## src/rtl/insn_stream_encoder_pkg.sv

```systemverilog
// Shared ISA definitions for the instruction stream encoder: opcodes, word formats
// and the loader FSM states.
package insn_stream_encoder_pkg;

  localparam logic [4:0] OP_R    = 5'b00000;
  localparam logic [4:0] OP_J    = 5'b00001;
  localparam logic [4:0] OP_BNE  = 5'b00010;
  localparam logic [4:0] OP_JAL  = 5'b00011;
  localparam logic [4:0] OP_JR   = 5'b00100;
  localparam logic [4:0] OP_ADDI = 5'b00101;
  localparam logic [4:0] OP_BLT  = 5'b00110;
  localparam logic [4:0] OP_SW   = 5'b00111;
  localparam logic [4:0] OP_LW   = 5'b01000;
  localparam logic [4:0] OP_RI   = 5'b01011;
  localparam logic [4:0] OP_SETX = 5'b10101;
  localparam logic [4:0] OP_BEX  = 5'b10110;

  typedef enum logic [2:0] {
    FMT_R   = 3'd0,
    FMT_I   = 3'd1,
    FMT_JI  = 3'd2,
    FMT_JII = 3'd3,
    FMT_BAD = 3'd4
  } fmt_e;

  typedef enum logic [1:0] {
    ST_IDLE  = 2'd0,
    ST_LOAD  = 2'd1,
    ST_DRAIN = 2'd2,
    ST_DONE  = 2'd3
  } state_e;

  function automatic fmt_e op_format(input logic [4:0] op);
    fmt_e f;
    case (op)
      OP_R:                                     f = FMT_R;
      OP_ADDI, OP_SW, OP_LW, OP_BNE, OP_BLT, OP_RI: f = FMT_I;
      OP_J, OP_JAL, OP_SETX, OP_BEX:            f = FMT_JI;
      OP_JR:                                    f = FMT_JII;
      default:                                  f = FMT_BAD;
    endcase
    return f;
  endfunction

endpackage

```

## src/rtl/insn_format_encoder.sv

```systemverilog
// Pure combinational packer: opcode plus operand fields -> 32-bit ISA word and a legal flag.
module insn_format_encoder
  import insn_stream_encoder_pkg::*;
(
  input  logic [4:0]  op_i,
  input  logic [4:0]  rd_i,
  input  logic [4:0]  rs_i,
  input  logic [4:0]  rt_i,
  input  logic [4:0]  shamt_i,
  input  logic [4:0]  aluop_i,
  input  logic [16:0] imm_i,
  input  logic [26:0] target_i,
  output logic        legal_o,
  output logic [31:0] word_o
);

  // Select the word layout from the opcode's format class
  always_comb begin
    legal_o = 1'b0;
    word_o  = 32'd0;
    case (op_format(op_i))
      FMT_R: begin
        legal_o = 1'b1;
        word_o  = {op_i, rd_i, rs_i, rt_i, shamt_i, aluop_i, 2'b00};
      end
      FMT_I: begin
        legal_o = 1'b1;
        word_o  = {op_i, rd_i, rs_i, imm_i};
      end
      FMT_JI: begin
        legal_o = 1'b1;
        word_o  = {op_i, target_i};
      end
      FMT_JII: begin
        legal_o = 1'b1;
        word_o  = {op_i, rd_i, 22'd0};
      end
      default: begin
        legal_o = 1'b0;
        word_o  = 32'd0;
      end
    endcase
  end

endmodule

```

## src/rtl/insn_stream_encoder.sv

```systemverilog
// Accepts instruction field bundles, encodes them, buffers them in a small FIFO and
// writes them sequentially into instruction memory from a programmable base address.
module insn_stream_encoder
  import insn_stream_encoder_pkg::*;
#(
  parameter int ADDR_W     = 12,
  parameter int FIFO_DEPTH = 4
) (
  input  logic              clk_i,
  input  logic              reset_i,
  input  logic              start_i,
  input  logic [ADDR_W-1:0] base_addr_i,
  input  logic [ADDR_W-1:0] limit_i,
  input  logic              in_valid_i,
  output logic              in_ready_o,
  input  logic              in_last_i,
  input  logic [4:0]        in_op_i,
  input  logic [4:0]        in_rd_i,
  input  logic [4:0]        in_rs_i,
  input  logic [4:0]        in_rt_i,
  input  logic [4:0]        in_shamt_i,
  input  logic [4:0]        in_aluop_i,
  input  logic [16:0]       in_imm_i,
  input  logic [26:0]       in_target_i,
  input  logic              imem_busy_i,
  output logic              imem_we_o,
  output logic [ADDR_W-1:0] imem_addr_o,
  output logic [31:0]       imem_data_o,
  output logic              done_o,
  output logic              err_op_o,
  output logic              err_ovf_o,
  output logic [ADDR_W-1:0] word_count_o
);

  localparam int PTR_W = $clog2(FIFO_DEPTH);
  localparam logic [PTR_W:0] FULL_CNT = (PTR_W+1)'(FIFO_DEPTH);

  state_e            state_q;
  logic [ADDR_W-1:0] addr_q;
  logic [ADDR_W-1:0] limit_q;
  logic [ADDR_W-1:0] word_count_q;
  logic              imem_we_q;
  logic [ADDR_W-1:0] imem_addr_q;
  logic [31:0]       imem_data_q;
  logic              done_q;
  logic              err_op_q;
  logic              err_ovf_q;

  logic [31:0]       fifo_q [FIFO_DEPTH];
  logic [PTR_W-1:0]  rd_ptr_q;
  logic [PTR_W-1:0]  wr_ptr_q;
  logic [PTR_W:0]    count_q;
  logic [PTR_W:0]    count_d;

  logic              enc_legal_s;
  logic [31:0]       enc_word_s;
  logic              fifo_empty_s;
  logic              fifo_full_s;
  logic              accept_s;
  logic              push_s;
  logic              bypass_s;
  logic              pop_s;
  logic              fifo_wr_s;
  logic              issue_s;
  logic [31:0]       issue_word_s;
  logic              at_limit_s;

  insn_format_encoder u_fmt (
    .op_i     (in_op_i),
    .rd_i     (in_rd_i),
    .rs_i     (in_rs_i),
    .rt_i     (in_rt_i),
    .shamt_i  (in_shamt_i),
    .aluop_i  (in_aluop_i),
    .imm_i    (in_imm_i),
    .target_i (in_target_i),
    .legal_o  (enc_legal_s),
    .word_o   (enc_word_s)
  );

  // Handshake and write-side steering; an empty FIFO lets a fresh word go straight to imem
  always_comb begin
    fifo_empty_s = (count_q == '0);
    fifo_full_s  = (count_q == FULL_CNT);
    in_ready_o   = (state_q == ST_LOAD) && !fifo_full_s;
    accept_s     = in_valid_i && in_ready_o;
    push_s       = accept_s && enc_legal_s;
    bypass_s     = push_s && fifo_empty_s && !imem_busy_i;
    pop_s        = !fifo_empty_s && !imem_busy_i;
    fifo_wr_s    = push_s && !bypass_s;
    issue_s      = pop_s || bypass_s;
    issue_word_s = fifo_empty_s ? enc_word_s : fifo_q[rd_ptr_q];
    at_limit_s   = (limit_q != '0) && (word_count_q == limit_q);
  end

  // FIFO occupancy next-state
  always_comb begin
    count_d = count_q;
    case ({fifo_wr_s, pop_s})
      2'b10:   count_d = count_q + (PTR_W+1)'(1);
      2'b01:   count_d = count_q - (PTR_W+1)'(1);
      default: count_d = count_q;
    endcase
  end

  // FIFO pointers and occupancy; reset discards any queued words
  always_ff @(posedge clk_i) begin
    if (reset_i) begin
      rd_ptr_q <= '0;
      wr_ptr_q <= '0;
      count_q  <= '0;
    end else begin
      if (fifo_wr_s) begin
        wr_ptr_q <= wr_ptr_q + PTR_W'(1);
      end
      if (pop_s) begin
        rd_ptr_q <= rd_ptr_q + PTR_W'(1);
      end
      count_q <= count_d;
    end
  end

  // FIFO storage
  always_ff @(posedge clk_i) begin
    if (fifo_wr_s) begin
      fifo_q[wr_ptr_q] <= enc_word_s;
    end
  end

  // Program FSM plus registered memory write port and status flags
  always_ff @(posedge clk_i) begin
    if (reset_i) begin
      state_q      <= ST_IDLE;
      addr_q       <= '0;
      limit_q      <= '0;
      word_count_q <= '0;
      imem_we_q    <= 1'b0;
      imem_addr_q  <= '0;
      imem_data_q  <= 32'd0;
      done_q       <= 1'b0;
      err_op_q     <= 1'b0;
      err_ovf_q    <= 1'b0;
    end else begin
      imem_we_q <= 1'b0;
      case (state_q)
        ST_IDLE, ST_DONE: begin
          if (start_i) begin
            state_q      <= ST_LOAD;
            addr_q       <= base_addr_i;
            limit_q      <= limit_i;
            word_count_q <= '0;
            done_q       <= 1'b0;
            err_op_q     <= 1'b0;
            err_ovf_q    <= 1'b0;
          end
        end
        ST_LOAD: begin
          if (accept_s) begin
            if (!enc_legal_s) begin
              err_op_q <= 1'b1;
            end
            if (in_last_i) begin
              state_q <= ST_DRAIN;
            end
          end
        end
        ST_DRAIN: begin
          if (fifo_empty_s) begin
            state_q <= ST_DONE;
            done_q  <= 1'b1;
          end
        end
        default: state_q <= ST_IDLE;
      endcase

      // Words past the limit are consumed but never written
      if (issue_s) begin
        if (at_limit_s) begin
          err_ovf_q <= 1'b1;
        end else begin
          imem_we_q    <= 1'b1;
          imem_addr_q  <= addr_q;
          imem_data_q  <= issue_word_s;
          addr_q       <= addr_q + ADDR_W'(1);
          word_count_q <= word_count_q + ADDR_W'(1);
        end
      end
    end
  end

  assign imem_we_o    = imem_we_q;
  assign imem_addr_o  = imem_addr_q;
  assign imem_data_o  = imem_data_q;
  assign done_o       = done_q;
  assign err_op_o     = err_op_q;
  assign err_ovf_o    = err_ovf_q;
  assign word_count_o = word_count_q;

endmodule

```

## config.mk

```make
export PLATFORM = sky130hd
export DESIGN_NAME = insn_stream_encoder
export DESIGN_NICKNAME = d
export VERILOG_FILES = /design/src/rtl/insn_stream_encoder_pkg.sv /design/src/rtl/insn_format_encoder.sv /design/src/rtl/insn_stream_encoder.sv
export SDC_FILE = /design/constraint.sdc
export NUM_CORES = 1
export LEC_CHECK = 0
export CAP_MARGIN = 30
export CORE_MARGIN = 2
export CORE_UTILIZATION = 58
export CTS_CLUSTER_DIAMETER = 60
export DETAILED_ROUTE_END_ITERATION = 7
export PLACE_DENSITY = 0.85
export SLEW_MARGIN = 20
export SYNTH_ARGS = -nofsm -noshare
export SYNTH_HDL_FRONTEND = slang
export SYNTH_SLANG_ARGS = --single-unit
```

## constraint.sdc

```tcl
create_clock -name clk_i -period 5.6 [get_ports clk_i]
set_clock_uncertainty 0.05 [all_clocks]
set_input_delay 1.12 -clock clk_i [delete_from_list [all_inputs] [get_ports clk_i]]
set_output_delay 1.12 -clock clk_i [all_outputs]
set_load 0.01 [all_outputs]
```

==> Yosys cells after proc, flatten, opt, wreduce, memory -nomap -nowiden <==
Memories as Yosys holds them, arrays and structs flattened. A register that Yosys moved wholly into a read port is not among the register bits.
Index checks and enable logic that the tools add are counted.
{ "classes": {"mux": 32, "reduce_logical": 28, "eq_ne": 15, "add_sub_neg": 6, "bitwise": 2} }
{ "op_table": {"columns": ["cell", "count"], "rows": [
  ["$pmux 32 s4", 1],
  ["$mux 12", 8],
  ["$mux 32", 1],
  ["$add 12x1->12 const B", 2],
  ["$eq 12x12->1", 1],
  ["$mux 1", 12],
  ["$mux 2", 6],
  ["$reduce_bool 12->1", 1],
  ["$ne 2x2->1 const B", 5],
  ["$logic_and 1x1->1", 8],
  ["$reduce_and 4->1", 2],
  ["$eq 2x2->1 const B", 3],
  ["$eq 3x2->1 const B", 2],
  ["$logic_not 3->1", 2],
  ["$pmux 2 s3", 1],
  ["$pmux 3 s2", 1],
  ["$reduce_bool 2->1", 3],
  ["$add 2x1->2 const B", 2],
  ["$eq 2x1->1 const B", 2],
  ["$logic_not 1->1", 4],
  ["$pmux 1 s2", 2],
  ["$reduce_and 2->1", 2],
  ["$reduce_or 2->1", 2],
  ["$reduce_or 4->1", 1],
  ["8 further kinds", 9]
]} }
{ "word_totals": {"rom_bits": 96, "memories": 2, "output_inout_bits": 61, "input_bits": 104, "reg_bits": 93, "ramBits": 128} }
{ "mem_list": {"columns": ["name", "depth", "width", "read_ports", "rd_ports_with_merged_regs", "write_ports", "line", "rtl"], "rows": [
  ["fifo_q", 4, 32, 1, 1, 1, "insn_stream_encoder.sv:49", "logic [31:0] fifo_q [FIFO_DEPTH];"],
  ["(name not given)", 32, 3, 1, 0, 0, "insn_stream_encoder_pkg.sv:35", "case (op)"]
]} }

==> Depth between registers and ports, before layout <==
{ "logic_depth": {"ltp_word": 11, "mapped_depth": 12, "depth_no_buf": 12} }

==> Cells and area by module <==
From an unflattened synthesis, not the netlist that was laid out.
{ "unflattened": {"cells_unflattened": 845, "hier_area_um2": 10204.8} }
{ "by_module_without_submodules": {"columns": ["module", "area_per_inst_um2", "n_inst", "cells_each"], "rows": [
  ["insn_stream_encoder", 9502.9, 1, 729],
  ["insn_format_encoder", 701.9, 1, 116]
]} }

==> Worst setup path after synthesis <==
No wires, ideal clock.
{ "synth_path": {"path_kind": "input-to-reg", "start": "in in_op_i[0]", "end": "mem fifo_q[0][0], enable pin", "t_arrival_ns": 3.269, "setup_slack_ns": 1.889, "setup_ns": 0.392, "path_stages": 6, "path_cell_list": "inv_1 -> ha_1 -> or3_1 -> o21ai_0 -> o211a_1 -> and2_1"} }
{ "synth_via": {"elab_chain_cells": 11, "elab_cells_between_ends": 14, "cone_classes": "eq/ne: 3; mux: 3; reduce/logical: 7; memory: 1"} }
{ "synth_rtl": {"columns": ["element", "line", "rtl"], "rows": [
  ["start: declaration", "insn_stream_encoder.sv:17", "input logic [4:0] in_op_i,"],
  ["$mem_v2 32x3 *", null, null],
  ["$eq 3x1->1 (tied with other cells)", "insn_format_encoder.sv:21", "case (op_format(op_i))"],
  ["$reduce_or 4->1 (no source line) *", null, null],
  ["$mux 1 *", "insn_format_encoder.sv:21", null],
  ["$logic_and 1x1->1 *", "insn_stream_encoder.sv:87", "push_s = accept_s && enc_legal_s;"],
  ["$logic_and 1x1->1 (2 in series)", "insn_stream_encoder.sv:88", "bypass_s = push_s && fifo_empty_s && !imem_busy_i;"],
  ["$logic_not 1->1", "insn_stream_encoder.sv:90", "fifo_wr_s = push_s && !bypass_s;"],
  ["$logic_and 1x1->1 *", "insn_stream_encoder.sv:90", null],
  ["$mux 1 *", "insn_stream_encoder.sv:125", "if (fifo_wr_s) begin"],
  ["$mux 1 (not written as such) *", "insn_stream_encoder.sv:126", "fifo_q[wr_ptr_q] <= enc_word_s;"],
  ["end: declaration", "insn_stream_encoder.sv:49", null]
]} }
Mark *: on every way between the ends. The rest lies on a longest branch, timed or not.

==> Final worst setup path <==
{ "layout_path": {"start": "in in_op_i[0]", "end": "reg count_q[2]"} }
{ "layout_via": {"elab_chain_cells": 11, "elab_cells_between_ends": 16, "cone_classes": "eq/ne: 5; mux: 2; reduce/logical: 8; memory: 1"} }
{ "layout_rtl": {"columns": ["element", "line", "rtl"], "rows": [
  ["$mem_v2 32x3 *", null, null],
  ["$eq 3x1->1 (tied with other cells)", "insn_format_encoder.sv:21", null],
  ["$reduce_or 4->1 (no source line) *", null, null],
  ["$mux 1 *", "insn_format_encoder.sv:21", null],
  ["$logic_and 1x1->1 *", "insn_stream_encoder.sv:87", null],
  ["$logic_and 1x1->1 (2 in series)", "insn_stream_encoder.sv:88", null],
  ["$logic_not 1->1", "insn_stream_encoder.sv:90", null],
  ["$logic_and 1x1->1 *", "insn_stream_encoder.sv:90", null],
  ["$eq 2x1->1 or $eq 2x2->1 (tied branches)", "insn_stream_encoder.sv:99", "case ({fifo_wr_s, pop_s})"],
  ["$pmux 3 s2 or $reduce_bool 2->1 (tied branches)", null, null],
  ["end signal: assignment", "insn_stream_encoder.sv:119", "count_q <= count_d;"],
  ["end: declaration", "insn_stream_encoder.sv:52", "logic [PTR_W:0] count_q;"]
]} }
Marked as above.
A chain may end at the register's enable or synchronous reset.

==> flow_summary.toml <==
[route]
route.detailed.drc = 0
drtIter0Drc = 708
firstDrtPassIters = 5
wl_um = 26080
vias_per_cell = 6.248
ant_nets = 0
wl_per_cell_um = 20.12
vias = 8098

[grt]
antenna_found_initial = 0
grt_pass1_vias = 7997
grt_pass1_wl_um = 40970
overflow = 0
grt_max_degree = 89
grtUsageTotal_pct = 27.77

[logic_synthesis]
synthArstFlopShare_pct = 0
synth.avg_cell_area_sq_um = 11.28
ys.flop_type = "edfxtp_1"
synth_fp_nets = 1033
synth_area_leader_cell = "edfxtp_1"
synth_seq_area_share_pct = 55.59
ys_ff_latch = 223
synth_area_leaders = "edfxtp_1 37%, dfxtp_1 18%, mux4_2 7.0%"
ys_warn_count = 0
postSynthCellCount = 916
ys_types = 62
synth_top_area_share_pct = 37.19
syn_area_sq_mm = 0.01034
synth-edff-count = 128

[cells_and_area]
n_antenna_cell = 0
drive_above_1_share_pct = 11.02
area.growth.synth_to_final_pct = 24.31
num-nets-final = 1172
num-fill-cells = 1144

[pwr]
p_comb_share_pct = 24.6
totalPowerFinal_w = 0.004484
p_per_area_mw_per_mm2 = 349.0
power.share.clock_pct = 32.2
peakVddDrop_v = 0.0002484
p_int_w = 0.003111
swShare_pct = 30.61
leakage_nw = 4.547
pwr-share-seq_pct = 43.1
switchingPower_w = 0.001372

[timing]
maxSlewHeadroom_pct = 38.28
drv_slew = 0
period_needed_ns = 4.059
hold_viol = 0
fmax_mhz = 246.4
rsz0062_at_grt = "no"
fin_tns_setup_ns = 0
setup_viol = 0
worst_pin_slew_ns = 0.9258
setup_slack_ns = 1.541
period_share_pct = 72.48

[critical_path]
cp_max_fo = 7
worstSetupPathType = "in -> reg"
cp.arrival_ns = 4.44
required_ns = 5.99
startpoint_type = "primary input"
r2r_cells = 10
critPathCaptureType = "flip-flop"
rrSetupSlack_ns = 2.23
rr_startpoint = "count_q[0]"
r2r-end = "count_q[2]"

[clocking]
insertion_delay_ns = 0.50
numCtsBuffers = 23
cts.repair.resized = 0
cts_tree = "done"
htree_levels = 1
cts_sinks = 223
cts_hold_buffers = 0
post_cts.repair.setup_buffers = 0
root_buffer = "clkbuf_16"
cts_max_path_buffers = 3
clk_pin_slew_ns = 0.06

[die]
dieArea_sq_mm = 0.01890
fp.dieW_um = 137.5
rows = 48
die_h_um = 137.5
pin_count = 165
initial_utilization_pct = 59.55
coreArea_sq_mm = 0.01736

[min_path]
hold_depth = 2
min_to = "imem_addr_o[3]"
hp-start = "imem_addr_o[3]"
holdCritPathClass = "reg -> reg"

[place]
place.gp.congestion = 0.8168
dp_hpwl_um = 16240
dpl_worst_slack_ns = 0.8914
port_buffers = 164

[outcome]
status = "complete, no violations"

[job]
drv_cap = 0
-- power groups by stage --
| stage | Clock (W) | Combinational [W] | Sequential, W |
|---|---|---|---|
| after floorplan | 0 | 0.000684 | 0.00196 |
| after global placement | 0 | 0.00103 | 0.00196 |
| after detailed placement | 0 | 0.00107 | 0.00197 |
| after CTS | 0.00146 | 0.00108 | 0.00193 |
| after global routing | 0.00152 | 0.00119 | 0.00195 |
| final | 0.00145 | 0.00110 | 0.00193 |
-- Yosys cell counts (all sizes together) (3+ instances only) --
| master | count |
|---|---|
| edfxtp | 128 |
| dfxtp | 95 |
| nand2 | 87 |
| a21oi | 61 |
| nor2 | 61 |
| inv | 48 |
| clkbuf | 42 |
| o21ai | 40 |
| mux4 | 32 |
| a311oi | 27 |
| nand3 | 27 |
| buf | 26 |
| a211oi | 21 |
| and3 | 20 |
| and2 | 16 |
| o211ai | 16 |
| xor2 | 16 |
| a22o | 15 |
| nor3 | 14 |
| ha | 12 |
| nand4 | 10 |
| o22ai | 10 |
| mux2i | 8 |
| nor4 | 8 |
| o211a | 7 |
| o311ai | 7 |
| a21boi | 6 |
| a21o | 5 |
| o31ai | 5 |
| or3 | 5 |
| a31oi | 4 |
| nand2b | 4 |
| nor2b | 4 |
| or4 | 4 |
| a221oi | 3 |
| nor3b | 3 |
| or2 | 3 |
-- per-layer routing --
| layer | track usage (%) | share of wire (%) |
|---|---|---|
| met1 | 37.12 | 40 |
| met2 | 46.52 | 48 |
| met3 | 3.937 | 8.1 |
| met4 | 10.14 | 3.1 |
| met5 | 0 | 0 |
-- kinds of logic after synthesis --
family                     synth area share, %
DFF                                      55.59
muxes                                    7.856
buffers and inverters                    4.757
AOI/OAI and AO/OA                        15.92
adders and majority gates                1.646
xor gates and xnor gates                 1.525
and+or+nand+nor                          12.71
-- per-stage QoR --
stage | instances | util [%] | hold slack [ns] | area, sq um
detailed placement | 1251 | 69.57 | 0.4169 | 12080
finish | 1296 | 74.03 | 0.4238 | 12850
floorplan | 916 | - | 0.4107 | 10340
global route | 1296 | 74.03 | 0.4431 | 12850
global placement | 1250 | 69.49 | 0.4127 | 12060
CTS | 1292 | 73.64 | 0.4250 | 12780
-- worst max-delay path, stage by stage --
cell and delay [ns]:
clkdlybuf4s50_1 0.51, inv_1 0.09, ha_1 0.38, a21boi_0 0.32, o21ai_0 0.14, buf_2 0.21, o211a_1 0.23, inv_1 0.11
ha_1 0.21, inv_1 0.08, fa_1 0.41, xor2_1 0.19, or3_1 0.31, a21oi_1 0.14
-- registers in the layout, indices dropped and copies added (netlist names), named ones only --
| name | flops |
|---|---|
| addr_q | 12 |
| count_q | 3 |
| done_o | 1 |
| err_op_o | 1 |
| err_ovf_o | 1 |
| fifo_q | 128 |
| imem_addr_o | 12 |
| imem_data_o | 32 |
| imem_we_o | 1 |
| limit_q | 12 |
| rd_ptr_q | 2 |
| state_q | 2 |
| word_count_o | 12 |
| wr_ptr_q | 2 |
-- cell usage in the layout (no fill, tap or decap), types with 6 or more instances in the layout --
cell,n
nor3_1,13
dfxtp_1,93
a22o_1,11
ha_1,12
and3_1,19
nand2_1,87
a311oi_2,6
inv_1,48
nor2_1,59
xor2_1,16
o211ai_1,16
o22ai_1,10
edfxtp_1,128
nor4_1,8
clkbuf_16,23
mux2i_1,7
o211a_1,7
a211oi_1,21
a21boi_0,6
clkbuf_1,7
clkdlybuf4s50_1,163
mux4_2,32
nand3_1,26
a21oi_1,60
o311ai_0,6
o21ai_0,35
nand4_1,10
and2_1,7
buf_4,14
a311oi_1,21
-- worst max-delay path by stage --
stage	slack [ns]	end	cells after the start	from
2_1_floorplan	1.89	fifo_q[0][0]	6	in_op_i[0]
6_report	1.54	count_q[2]	14	in_op_i[0]
4_1_cts	1.30	count_q[2]	13	in_op_i[0]
3_3_place_gp	0.95	fifo_q[1][13]	7	in_op_i[0]
5_1_grt	1.34	count_q[2]	14	in_op_i[0]
3_5_place_dp	0.89	fifo_q[3][13]	7	in_op_i[0]
-- area by class of cell --
class                   instances  area [sq um]  share of cell area, %
clock buffers                  33         643.1                  5.005
clock inverters                 8         63.81                 0.4966
inverters                      48         180.2                  1.402
multi-input cells             577          4114                  32.02
flip-flops and latches        223          5748                  44.74
well taps                     225         281.5                  2.191
repair buffers                182          1818                  14.15
Note: power is estimated with default switching activity, not from simulation.
